<file path="config.mk">
export PLATFORM = sky130hd
export DESIGN_NAME = avalon_vjtag_burst_master
export DESIGN_NICKNAME = d
export VERILOG_FILES = /design/src/rtl/avalon_vjtag_burst_master.sv
export SDC_FILE = /design/constraint.sdc
export NUM_CORES = 1
export LEC_CHECK = 0
export BUFFER_PORTS_ARGS = -buffer_cell sky130_fd_sc_hd__buf_2
export CORE_UTILIZATION = 45
export CTS_CLUSTER_SIZE = 16
export DETAILED_ROUTE_END_ITERATION = 7
export GPL_ROUTABILITY_DRIVEN = 0
export PLACE_DENSITY = 0.61
export SYNTH_ARGS = -nofsm -noshare
export SYNTH_HDL_FRONTEND = slang
export SYNTH_SLANG_ARGS = --single-unit
</file>
<file path="constraint.sdc">
create_clock -name avm_mj_clk -period 3.51 [get_ports avm_mj_clk]
set_input_delay 0.351 -clock avm_mj_clk [delete_from_list [all_inputs] [get_ports avm_mj_clk]]
set_output_delay 0.351 -clock avm_mj_clk [all_outputs]
set_load 0.05 [all_outputs]
</file>
<file path="src/rtl/avalon_vjtag_burst_master.sv">
// Command-driven Avalon-MM burst master for the virtual-JTAG debug path.
// Read beats land in a show-ahead FIFO; bursts stalled by waitrequest abort after TIMEOUT_CYCLES.
module avalon_vjtag_burst_master #(
  parameter int DATA_WIDTH     = 32,
  parameter int ADDR_WIDTH     = 32,
  parameter int LEN_WIDTH      = 8,
  parameter int FIFO_DEPTH     = 16,
  parameter int ADDR_INC       = 4,
  parameter int TIMEOUT_CYCLES = 1024
) (
  input  logic                        avm_mj_clk,
  input  logic                        avm_mj_reset,
  input  logic                        cmd_valid,
  output logic                        cmd_ready,
  input  logic                        cmd_write,
  input  logic                        cmd_incr,
  input  logic [ADDR_WIDTH-1:0]       cmd_addr,
  input  logic [LEN_WIDTH-1:0]        cmd_len,
  input  logic                        wr_valid,
  input  logic [DATA_WIDTH-1:0]       wr_data,
  output logic                        wr_ready,
  output logic                        rd_valid,
  output logic [DATA_WIDTH-1:0]       rd_data,
  input  logic                        rd_ready,
  input  logic                        reset_cmd,
  input  logic                        err_clr,
  output logic                        busy,
  output logic                        done,
  output logic                        err_timeout,
  output logic [$clog2(FIFO_DEPTH):0] fifo_level,
  output logic [ADDR_WIDTH-1:0]       avm_mj_address,
  output logic                        avm_mj_read,
  output logic                        avm_mj_write,
  output logic [DATA_WIDTH-1:0]       avm_mj_writedata,
  input  logic [DATA_WIDTH-1:0]       avm_mj_readdata,
  input  logic                        avm_mj_waitrequest,
  output logic                        avm_mj_resetrequest
);

  localparam int PW = $clog2(FIFO_DEPTH);
  localparam int CW = PW + 1;
  localparam int TW = $clog2(TIMEOUT_CYCLES + 1);

  typedef enum logic [1:0] {IDLE, READ, WRITE, DONE} state_t;

  state_t                state_q, state_d;
  logic [ADDR_WIDTH-1:0] addr_q, addr_d;
  logic [LEN_WIDTH-1:0]  beats_q, beats_d;
  logic                  incr_q, incr_d;
  logic [TW-1:0]         tmo_q, tmo_d;
  logic                  err_q, err_d;
  logic [PW-1:0]         wptr_q, wptr_d, rptr_q, rptr_d;
  logic [CW-1:0]         count_q, count_d;
  logic                  rst_cmd_q, rst_cmd_d;
  logic                  rst_req_q, rst_req_d;
  logic [DATA_WIDTH-1:0] fifo_mem_q [FIFO_DEPTH];

  logic fifo_full, push, pop, beat_done, stalled, timeout_hit;

  always_comb begin
    fifo_full        = (count_q == CW'(FIFO_DEPTH));
    avm_mj_read      = (state_q == READ) && !fifo_full;
    avm_mj_write     = (state_q == WRITE) && wr_valid;
    avm_mj_writedata = avm_mj_write ? wr_data : '0;
    avm_mj_address   = addr_q;
    beat_done        = (avm_mj_read || avm_mj_write) && !avm_mj_waitrequest;
    stalled          = (avm_mj_read || avm_mj_write) && avm_mj_waitrequest;
    timeout_hit      = stalled && (tmo_q == TW'(TIMEOUT_CYCLES - 1));
    wr_ready         = avm_mj_write && !avm_mj_waitrequest;
    push             = avm_mj_read && !avm_mj_waitrequest;
    pop              = rd_ready && (count_q != '0);
    rd_valid         = (count_q != '0);
    rd_data          = rd_valid ? fifo_mem_q[rptr_q] : '0;
    fifo_level       = count_q;
    cmd_ready        = (state_q == IDLE);
    busy             = (state_q != IDLE);
    done             = (state_q == DONE);
    err_timeout      = err_q;
    avm_mj_resetrequest = rst_req_q;
  end

  // Only stalls with a strobe up count toward the timeout; the set of err wins over a same-cycle clear.
  always_comb begin
    state_d = state_q;
    addr_d  = addr_q;
    beats_d = beats_q;
    incr_d  = incr_q;
    tmo_d   = tmo_q;
    err_d   = err_clr ? 1'b0 : err_q;
    case (state_q)
      IDLE: begin
        if (cmd_valid) begin
          addr_d  = cmd_addr;
          beats_d = cmd_len;
          incr_d  = cmd_incr;
          tmo_d   = '0;
          if (cmd_len == '0)  state_d = DONE;
          else if (cmd_write) state_d = WRITE;
          else                state_d = READ;
        end
      end
      READ, WRITE: begin
        if (beat_done) begin
          tmo_d   = '0;
          beats_d = beats_q - LEN_WIDTH'(1);
          if (incr_q) addr_d = addr_q + ADDR_WIDTH'(ADDR_INC);
          if (beats_q == LEN_WIDTH'(1)) state_d = DONE;
        end else if (timeout_hit) begin
          tmo_d   = '0;
          err_d   = 1'b1;
          state_d = DONE;
        end else if (stalled) begin
          tmo_d = tmo_q + TW'(1);
        end
      end
      DONE:    state_d = IDLE;
      default: state_d = IDLE;
    endcase
  end

  always_comb begin
    wptr_d    = push ? wptr_q + PW'(1) : wptr_q;
    rptr_d    = pop ? rptr_q + PW'(1) : rptr_q;
    count_d   = count_q + CW'(push) - CW'(pop);
    rst_cmd_d = reset_cmd;
    rst_req_d = reset_cmd && !rst_cmd_q;
  end

  always_ff @(posedge avm_mj_clk or posedge avm_mj_reset) begin
    if (avm_mj_reset) begin
      state_q   <= IDLE;
      addr_q    <= '0;
      beats_q   <= '0;
      incr_q    <= 1'b0;
      tmo_q     <= '0;
      err_q     <= 1'b0;
      wptr_q    <= '0;
      rptr_q    <= '0;
      count_q   <= '0;
      rst_cmd_q <= 1'b0;
      rst_req_q <= 1'b0;
    end else begin
      state_q   <= state_d;
      addr_q    <= addr_d;
      beats_q   <= beats_d;
      incr_q    <= incr_d;
      tmo_q     <= tmo_d;
      err_q     <= err_d;
      wptr_q    <= wptr_d;
      rptr_q    <= rptr_d;
      count_q   <= count_d;
      rst_cmd_q <= rst_cmd_d;
      rst_req_q <= rst_req_d;
    end
  end

  // Storage needs no reset: occupancy alone decides what is visible.
  always_ff @(posedge avm_mj_clk) begin
    if (push) fifo_mem_q[wptr_q] <= avm_mj_readdata;
  end

endmodule
</file>
==> run metrics <==
status completed; Final min period 3.35 ns; drt pass-1 iters 5; vias per std cell about 5.8; # port buffers 223; HPWL Detailed 31.7 mm; initial antenna violation count 6; worst path bufs/invs 2; largest net degree at the start of global routing 60; die width about 230 um; commonest cells after routing, fill and taps aside edfxtp_1, buf_2, mux4_2, dfrtp_1, clkbuf_16; routed wl met2 28.0 mm; Crit path arrival time 3.00 ns; YS warnings 0; chip height around 230 um; sequential share of the synthesized area 0.716; synthesis-to-layout area growth 18.6%; CP Max Fanout 59; CTS Buffer Depth 3; Initial Utilization 0.455; Post-Synthesis Cells roughly 1.3k; slowest cell on the critical path mux4_2; H-Tree Depth 2; CORE AREA between 0.05 and 0.06 mm2; Worst Path Class, Setup flip-flop to primary output; Power per Cell Area 871 mW/mm2; CP cell instances buf_16, mux4_2, mux4_2, and2_1, buf_2; Synth Area in Adders 0.0108; Die ar. around 0.054 mm2; Top FF cell, synth edfxtp_1; synthesized-area fraction occupied by and/or/nand/nor cells 0.0596; final hold vios 0; Worst Hold Class primary input to flip-flop; fin. max-slew vios 0; CTS tree yes; GRT Overall Usage 0.208; violation count after the first detailed-route iteration roughly 1.0k; WL met1 around 23 mm; R2R Setup Slk 0.63 ns; most used cell, CP mux4_2; number of synthesized flops with an enable pin 512; total power around 25 mW; post-synth cell types 62; Rows 84; top routing layer used met5; mux cell area share after synthesis 0.154; antenna viol nets, final 0; MaxCap Viol Count 0; worst endpoint required time between 3 and 4 ns; crit-path max cell delay around 0.56 ns; clock latency at the later pin of the worst-skew pair about 0.61 ns; crit-path leading delay family multiplexers; Slew HR 0.339; Synth Area in Compound Gates 0.0406; largest family of logic cells by synthesized area multiplexers; final setup vio count 0; post-synthesis xor/xnor area fraction 0.00366; WL met3 about 2.6 mm; Tcrit/Tclk final 0.954; leading cell type in the layout, fill and taps excluded edfxtp_1; RSZ-0062 raised after global routing no; Final Util 0.540; CP Capture Type primary output; Max VDD drop about 760 uV; Post-Synthesis Cell Area 0.0239 mm2; worst-margin pin slew ~0.98 ns; grt ovf 0; setup TNS 0 ns; Routed wire per std cell ~24 um; Top Ports ~220; async set-reset flop share out of synthesis 0.120; Clock Sinks ~580; post-synthesis sequential element count ~580; routed wire length ~55 mm; CTS Root Cell clkbuf_16; Max Clock Freq roughly 0.30 GHz; Leak Pwr roughly 10 nW; DR DRC count 0; Net Count, Synth around 1.4k; Critical Path Source Type flip-flop; CTS Buf Count 58; share of layout cells above drive strength 1 0.345; clk slew on worst S/H paths ~0.070 ns; syn avg cell area between 15 and 20 um2; first-pass GRT wire length approximately 83 mm; vias 13.3k; vias in the first global route 13.5k; Final nets 1691; Worst Skew roughly 0.023 ns
-- cells in the mapped netlist (all sizes together) (18+ instances only) --
master,count,area share
a21oi,35,0.0073
and2,45,0.012
and3,36,0.0094
buf,21,0.0039
clkbuf,46,0.0072
dfrtp,70,0.073
edfxtp,512,0.64
ha,19,0.0099
inv,27,0.0042
mux4,160,0.15
nand2,36,0.0057
nand3,18,0.0038
nor2,44,0.0069
nor3,18,0.0038
o21ai,33,0.0069
-- metal layers --
metal  global-route usage  vias up
met1                0.286     7013
li1                     -     5798
met5                    0        -
met4               0.0654        2
met2                0.344      376
met3               0.0287       87
-- area by class of cell --
type / count / area [um2]
Antenna cell: 4 / 10.0
Clock buffer: 75 / 1530
Clock inverter: 30 / 328
Fill cell: 4167 / 24200
Inverter: 27 / 101
Multi-Input combinational cell: 600 / 6440
Sequential cell: 582 / 17100
Tap cell: 688 / 861
Timing Repair Buffer: 288 / 1960
-- worst min-delay path: stages --
cell and delay, ns:
buf_2 0.11, nor2_1 0.09, a311oi_1 0.05
-- state kept, by name, summed over array words and instances, names as in the netlist, 2 cells and up --
name and flops:
avm_mj_address 32, beats_q 8, fifo_level 5, fifo_mem_q 512, rptr_q 4, state_q 2, tmo_q 11, wptr_q 4
-- through the flow --
step                      worst slack [ns]  hold slack, ns  cells  instance area, um2
after floorplan                      0.475           0.378   1276               23900
after global placement               0.616           0.390   2172               26400
after detailed placement             0.608           0.391   2172               26400
after CTS                           0.0624         0.00596   2290               28300
after global routing                0.0191          0.0249   2293               28400
final                                0.163          0.0386   2294               28400
-- report_power, final --
group	switching (mW)	leakage (nW)	internal (mW)	total, mW
clock	2.58	0.903	3.50	6.08
combinational	6.17	3.55	3.86	10.0
sequential	0.535	5.45	8.04	8.57
-- final timing paths --
kind                                          from  depth (start not counted)                              to
setup / recovery             rptr_q[0]$_DFFE_PP0P_                          5                      rd_data[2]
hold / removal                        cmd_addr[23]                          3  avm_mj_address[23]$_DFFE_PP0P_
setup reg to reg           fifo_level[3]$_DFF_PP0_                         12         fifo_level[4]$_DFF_PP0_
hold reg to reg                rst_cmd_q$_DFF_PP0_                          1   avm_mj_resetrequest$_DFF_PP0_
max in group asynchronous             avm_mj_reset                          4   avm_mj_resetrequest$_DFF_PP0_
min in group asynchronous             avm_mj_reset                          3         fifo_level[4]$_DFF_PP0_
-- kinds of logic after synthesis --
logic type	Yosys count
flip-flops	582
AND/OR/NAND/NOR	257
multiplexers	167
AO/OA/AOI/OAI	146
buffers and inverters	94
adder cells (fa/ha/maj)	20
XOR/XNOR	10
-- repair_timing --
| action | in CTS | in global routing |
|---|---|---|
| hold buffers | 13 | 0 |
| gates resized for setup | 0 | 1 |
| hold endpoints to repair | 47 | 0 |
| setup buffers | 0 | 0 |
| setup endpoints to repair | 0 | 1 |
(Power assumes the default switching activity.)
